File: src/rtl/ap_caller_pkg.sv
// Shared types and defaults for the ap_ctrl_hs initiator.
// AP_CALLER_TIMEOUT_EN enables the call watchdog.
package ap_caller_pkg;

    typedef enum logic [1:0] {
        IDLE  = 2'd0,
        START = 2'd1,
        WAIT  = 2'd2,
        RESP  = 2'd3
    } state_e;

    localparam int unsigned AP_DATA_W  = 32;
    localparam int unsigned AP_TIMEOUT = 1024;

endpackage

File: src/rtl/ap_caller_watchdog.sv
// Cycle counter bounding a single outstanding call.
// Cleared on load, counts while enabled, flags the last allowed cycle.
module ap_caller_watchdog #(
    parameter int unsigned LIMIT = 1024
) (
    input  logic clk_i,
    input  logic rst_i,
    input  logic load_i,
    input  logic en_i,
    output logic expired_o
);

    localparam int unsigned W = $clog2(LIMIT) + 1;

    logic [W-1:0] cnt_q, cnt_d;

    always_comb begin
        cnt_d = cnt_q;
        if (load_i) begin
            cnt_d = '0;
        end else if (en_i) begin
            cnt_d = cnt_q + W'(1);
        end
    end

    always_ff @(posedge clk_i) begin
        if (rst_i) begin
            cnt_q <= '0;
        end else begin
            cnt_q <= cnt_d;
        end
    end

    assign expired_o = en_i && (cnt_q == W'(LIMIT - 1));

endmodule

File: src/rtl/ap_hs_caller.sv
// Initiator side of the ap_ctrl_hs block handshake.
// Optional watchdog abort under AP_CALLER_TIMEOUT_EN.
module ap_hs_caller
    import ap_caller_pkg::*;
#(
    parameter int unsigned DATA_W         = AP_DATA_W,
    parameter int unsigned CNT_W          = 16,
    parameter int unsigned TIMEOUT_CYCLES = AP_TIMEOUT
) (
    input  logic              ap_clk,
    input  logic              ap_rst,
    input  logic              req_valid,
    output logic              req_ready,
    input  logic [DATA_W-1:0] req_s,
    input  logic [DATA_W-1:0] req_e,
    output logic              rsp_valid,
    input  logic              rsp_ready,
    output logic [DATA_W-1:0] rsp_data,
    output logic              rsp_err,
    output logic              ap_start,
    input  logic              ap_done,
    input  logic              ap_idle,
    input  logic              ap_ready,
    output logic [DATA_W-1:0] s,
    output logic [DATA_W-1:0] e,
    input  logic [DATA_W-1:0] ap_return,
    output logic              busy,
    output logic [CNT_W-1:0]  calls_done
);

    state_e            state_q, state_d;
    logic [DATA_W-1:0] s_q, s_d;
    logic [DATA_W-1:0] e_q, e_d;
    logic [DATA_W-1:0] data_q, data_d;
    logic              err_q, err_d;
    logic [CNT_W-1:0]  cnt_q, cnt_d;

    logic req_fire;
    logic rsp_fire;
    logic in_call;
    logic wd_expired;

`ifdef AP_CALLER_TIMEOUT_EN
    ap_caller_watchdog #(
        .LIMIT(TIMEOUT_CYCLES)
    ) u_wd (
        .clk_i    (ap_clk),
        .rst_i    (ap_rst),
        .load_i   (req_fire),
        .en_i     (in_call),
        .expired_o(wd_expired)
    );
`else
    // No watchdog: a call waits for ap_done forever.
    assign wd_expired = 1'b0 && (TIMEOUT_CYCLES != 0);
`endif

    always_ff @(posedge ap_clk) begin
        if (ap_rst) begin
            state_q <= IDLE;
        end else begin
            state_q <= state_d;
        end
    end

    always_comb begin
        state_d = state_q;
        unique case (state_q)
            IDLE: begin
                if (req_fire) state_d = START;
            end
            START: begin
                if (ap_done || wd_expired) begin
                    state_d = RESP;
                end else if (ap_ready) begin
                    state_d = WAIT;
                end
            end
            WAIT: begin
                if (ap_done || wd_expired) state_d = RESP;
            end
            RESP: begin
                if (rsp_ready) state_d = IDLE;
            end
            default: state_d = IDLE;
        endcase
    end

    always_comb begin
        ap_start  = 1'b0;
        rsp_valid = 1'b0;
        req_ready = 1'b0;
        in_call   = 1'b0;
        unique case (state_q)
            IDLE:  req_ready = ap_idle & ~ap_rst;
            START: begin
                ap_start = 1'b1;
                in_call  = 1'b1;
            end
            WAIT:  in_call   = 1'b1;
            RESP:  rsp_valid = 1'b1;
            default: ;
        endcase
    end

    assign req_fire = req_valid & req_ready;
    assign rsp_fire = rsp_valid & rsp_ready;

    // ap_done beats a same-cycle watchdog expiry.
    always_comb begin
        s_d    = s_q;
        e_d    = e_q;
        data_d = data_q;
        err_d  = err_q;
        cnt_d  = cnt_q;
        if (req_fire) begin
            s_d = req_s;
            e_d = req_e;
        end
        if (in_call) begin
            if (ap_done) begin
                data_d = ap_return;
                err_d  = 1'b0;
            end else if (wd_expired) begin
                data_d = '0;
                err_d  = 1'b1;
            end
        end
        if (rsp_fire) cnt_d = cnt_q + CNT_W'(1);
    end

    always_ff @(posedge ap_clk) begin
        if (ap_rst) begin
            s_q    <= '0;
            e_q    <= '0;
            data_q <= '0;
            err_q  <= 1'b0;
            cnt_q  <= '0;
        end else begin
            s_q    <= s_d;
            e_q    <= e_d;
            data_q <= data_d;
            err_q  <= err_d;
            cnt_q  <= cnt_d;
        end
    end

    assign s          = s_q;
    assign e          = e_q;
    assign rsp_data   = data_q;
    assign rsp_err    = err_q;
    assign calls_done = cnt_q;
    assign busy       = (state_q != IDLE);

endmodule

File: config.mk
export PLATFORM = sky130hd
export DESIGN_NAME = ap_hs_caller
export DESIGN_NICKNAME = d
export VERILOG_FILES = /design/src/rtl/ap_caller_pkg.sv /design/src/rtl/ap_caller_watchdog.sv /design/src/rtl/ap_hs_caller.sv
export SDC_FILE = /design/constraint.sdc
export NUM_CORES = 1
export LEC_CHECK = 0
export BUFFER_PORTS_ARGS = -buffer_cell sky130_fd_sc_hd__buf_2
export CAP_MARGIN = 20
export CORE_ASPECT_RATIO = 0.9
export CORE_MARGIN = 1.5
export CORE_UTILIZATION = 46
export DETAILED_ROUTE_END_ITERATION = 6
export PLACE_DENSITY = 0.84
export SKIP_CTS_REPAIR_TIMING = 1
export SYNTH_ARGS = -nofsm -noshare
export SYNTH_HDL_FRONTEND = slang
export SYNTH_SLANG_ARGS = --single-unit
File: constraint.sdc
create_clock -name ap_clk -period 1.8 [get_ports ap_clk]
set_input_delay 0.18 -clock ap_clk [delete_from_list [all_inputs] [get_ports ap_clk]]
set_output_delay 0.18 -clock ap_clk [all_outputs]
set_load 0.01 [all_outputs]
* Word level (Yosys, flattened, before mapping)
Index checks and enable logic that the tools add are counted.
** Word-level totals
- Flip-flop bits (word level) :: 114
- Input port bits :: 103
- Word-level logic and storage cells :: 32
- Output and inout port bits :: 117
** Cells by class
- Reductions and logical operators :: 5
- Eq/ne operators :: 7
- $add $sub $neg :: 1
- Muxes and demuxes :: 10
- Bitwise gates (word level) :: 4
** Operators by type and width (count)
- adder 16 x 1 -> 16 bit (second input constant) :: 1
- 2-to-1 mux 2 bit :: 5
- one-hot mux 2 bit (4 select lines) :: 1
- != test 2 bit (second input constant) :: 3
- == test 2 bit (second input constant) :: 2
- 2-to-1 mux 1 bit :: 4
- AND reduction 4 bit :: 1
- bitwise AND 1 bit :: 3
- != test 3 bit (second input constant) :: 1
- == test 2 x 1 -> 1 bit (second input constant) :: 1
- zero test 2 bit :: 1
- AND reduction 2 bit :: 1
- nonzero test 2 bit :: 1
- OR reduction 2 bit :: 1
- inverter 1 bit :: 1

* Logic depth before layout (Yosys ltp)
- Depth in word-level cells :: 6
- Depth in mapped cells :: 8
- Depth with buffers taken out :: 6

* Worst setup path before layout
Ideal clock, no wire load.
- Path kind :: flip-flop to flip-flop
- Start :: register state_q[1]
- End :: register cnt_q[15], in the netlist calls_done[15]
- Path buffers :: 0
- Path slack :: 0.213 ns
- Data required time :: 1.677 ns
- Library setup time :: 0.123 ns
- Data arrival time :: 1.463 ns
- Clock period less this slack :: 1.587 ns
- Stages on the path, launching flop included :: 6
- Path through :: dfxtp_1 -> ha_1 -> nand3_2 -> nor2_1 -> nand3_1 -> mux2_1
** On the way
- Cells in the longest elaborated chain, start to end :: 3
** Ends and longest elaborated chain
- from (decl) :: RTL line ap_hs_caller.sv:31 : state_e state_q, state_d;
- from (signal assigned) :: RTL line ap_hs_caller.sv:62 : state_q <= state_d;
- == test 2 bit :: RTL line ap_hs_caller.sv:94 : unique case (state_q)
- 2-to-1 mux 1 bit :: RTL line ap_hs_caller.sv:94
- via rsp_valid :: RTL line ap_hs_caller.sv:16 : output logic rsp_valid,
- bitwise AND 1 bit :: RTL line ap_hs_caller.sv:107 : assign rsp_fire = rsp_valid & rsp_ready;
- to (signal assigned) :: RTL line ap_hs_caller.sv:144 : cnt_q <= cnt_d;
- to (decl) :: RTL line ap_hs_caller.sv:36 : logic [CNT_W-1:0] cnt_q, cnt_d;
The timed path passes the listed nets, and every way through them passes these cells.
A chain may end at the register's enable or synchronous reset.

* Final worst setup path
- Start :: register state_q[1]
- End :: output port req_ready
** On the way
- Cells in the longest elaborated chain, start to end :: 2
** Ends and longest elaborated chain
- zero test 2 bit :: RTL line ap_hs_caller.sv:94
- 2-to-1 mux 1 bit :: RTL line ap_hs_caller.sv:94
- to (decl) :: RTL line ap_hs_caller.sv:13 : output logic req_ready,
No other way between the ends.

==> results_dict.tcl <==
set metrics [dict create \
    run_status "finished clean" \
    hpwlAfterDp_um 8290 \
    place_area_um2 5590 \
    chipHeight_um 95.9 \
    leakagePower_nw 3.21 \
    grt_pass1_wl_um 18000 \
    arrival_ps 1550 \
    clock_path_buffers 2 \
    synth_seq_cells 114 \
    synth_edf_count 0 \
    synth_cell_type_count 39 \
    yosysWarnings 0 \
    critical_path.startpoint_type "flip-flop" \
    cp.required_ps 1620 \
    htreeDepth 4 \
    period_needed_ps 1730 \
    whs_endpoint "calls_done[1]" \
    grt_usage_pct 22.5 \
    clkSlewWorstSetupHoldPaths_ps 60 \
    start_util_pct 47.9 \
    root_buffer "clkbuf_8" \
    final_nets 947 \
    port-buffer-count 218 \
    cp-end-kind "output port" \
    min_from "rsp_ready" \
    hold-worst-slack_ps 89.0 \
    dr_total_vias 4902 \
    grt_pass1_vias 3982 \
    critPathKind "reg -> out" \
    vias_per_cell 5.04 \
    drc 0 \
    async_flop_share_pct 0 \
    synth_area_per_cell_um2 8.34 \
    routedWlPerCell_um 15.0 \
    drv_cap 0 \
    ys.flop_type "dfxtp_1" \
    ys_seq_area_share_pct 51.7 \
    grt_max_degree 117 \
    core_area_um2 9210 \
    synth_nets 638 \
    path_cells "inv_1, ha_4, nand2_1, nor2_1, buf_2" \
    die_x_um 106 \
    dr.pass1.iters 7 \
    setup_violations 0 \
    cts_made_buffers 17 \
    max_stage_delay_ps 350 \
    drt_iter0_drc 301 \
    antenna_found_initial 0 \
    cellPowerDensity_nw_per_um2 1120 \
    finClkSkew_ps 7.10 \
    hold_violations 0 \
    syn_area_um2 4410 \
    synthToLayoutAreaGrowth_pct 61.8 \
    slowest_stage "dfxtp_1" \
    r2r-start "state_q[1]" \
    grt_overflow 0 \
    critPathTopFamily "flip-flops" \
    cts_tree "built" \
    layout_common_cells "buf_2, nand2_1, dfxtp_1" \
    syn_inst 529 \
    rr_endpoint "state_q[0]" \
    cp_num_buf_inv 2 \
    post-route-period-util_pct 95.9 \
    gp_congestion 0.782 \
    clk_latency_ps 500 \
    pin_count 220 \
    rsz0062_at_grt "no" \
    hold_path_class "in -> reg" \
    fmax_ghz 0.579 \
    vdd.ir_drop.worst_v 0.000745 \
    reg2reg_slack_ps 80 \
    clock-sinks 114 \
    p_total_w 0.00803 \
    die-area_um2 10200 \
    drt_wl_total_um 14600 \
    ff2ff_path_depth 6 \
    diodes 0 \
    ant_nets 0 \
    drive_gt1_share_pct 31.5 \
    slew_violations 0 \
    finish.instance_area_um2 7140 \
    cp_max_fo 4 \
    num_rows 33 \
    layout_commonest_cell "buf_2" \
    whs_path_depth 3 \
]
-- state kept, by name (all words and copies together) (netlist names) --
name / flops
calls_done: 16
s: 32
rsp_data: 32
state_q: 2
e: 32
-- worst max path at each step --
stage / startpoint / to / slack [ps] / cells after the start
6_report: state_q[1] / req_ready / 70 / 5
2_1_floorplan: state_q[1] / calls_done[15] / 210 / 5
5_1_grt: state_q[1] / req_ready / 0.4 / 5
3_5_place_dp: state_q[0] / state_q[0] / 70 / 6
3_3_place_gp: state_q[0] / state_q[0] / 180 / 6
4_1_cts: state_q[0] / req_ready / -40 / 5
-- power by group --
part / internal (W) / switching, W
clock network: 0.00199 / 0.00113
registers: 0.00285 / 0.000177
logic: 0.000832 / 0.00105
-- synth_stat cells (3+ instances only) --
library cell  number  share of area (%)
nand2_1          136                 12
dfxtp_1          114                 52
nand2b_1          64                9.1
o21ai_0           60                6.8
a21oi_1           38                4.3
clkbuf_1          16                1.4
nor2_1            14                1.2
buf_2             10                1.1
inv_1              7               0.60
ha_1               6                1.7
nand3_1            6               0.68
o21ai_1            6               0.68
xnor2_1            6                1.2
xor2_1             5               0.99
buf_4              4               0.68
nand4_1            4               0.57
nor3_1             4               0.45
nor4_1             3               0.43
-- metal layers --
layer	vias up	share of wire, %	GRT usage (%)
met3	59	5.9	6.84
li1	2343	-	-
met4	0	4.4	12.4
met1	2261	38	25.2
met2	239	52	38.8
met5	-	0	0
-- worst register-to-register path, delay by kind of cell, from the launching register on --
kind | cells | cell delay [ps]
simple gates | 1 | 180
buf+inv | 1 | 150
fa+ha+maj | 1 | 260
flops | 1 | 400
compound gates | 3 | 660
-- area by class of cell --
cell class                      instances  area [um^2]
Clock inverter                         11          113
Fill cell                             607         2070
Clock buffer                           21          439
Timing Repair Buffer                  325         2170
Inverter                                7         26.3
Sequential cell                       114         2280
Multi-Input combinational cell        373         1950
Tap cell                              122          153
-- logic make-up after synthesis --
group,count (synthesis),synth area share [%]
buffers and inverters,42,4.60
adder cells (fa/ha/maj),6,1.70
XOR/XNOR,11,2.18
AND/OR/NAND/NOR,244,26.5
flip-flops,114,51.7
other,1,0.0850
AO/OA/AOI/OAI,110,12.9
multiplexers,1,0.255
-- stage by stage --
step | std cells | setup TNS, ps | utilization [%] | setup WS [ps]
2_1_floorplan | 529 | 0 | - | 213
3_5_place_dp | 844 | 0 | 60.8 | 65.7
5_1_grt | 973 | 0 | 77.5 | 0.386
4_1_cts | 876 | -38.6 | 66.7 | -38.6
6_report | 973 | 0 | 77.5 | 74.0
3_3_place_gp | 844 | 0 | 60.8 | 176
Power figures use the tool's default switching activity.
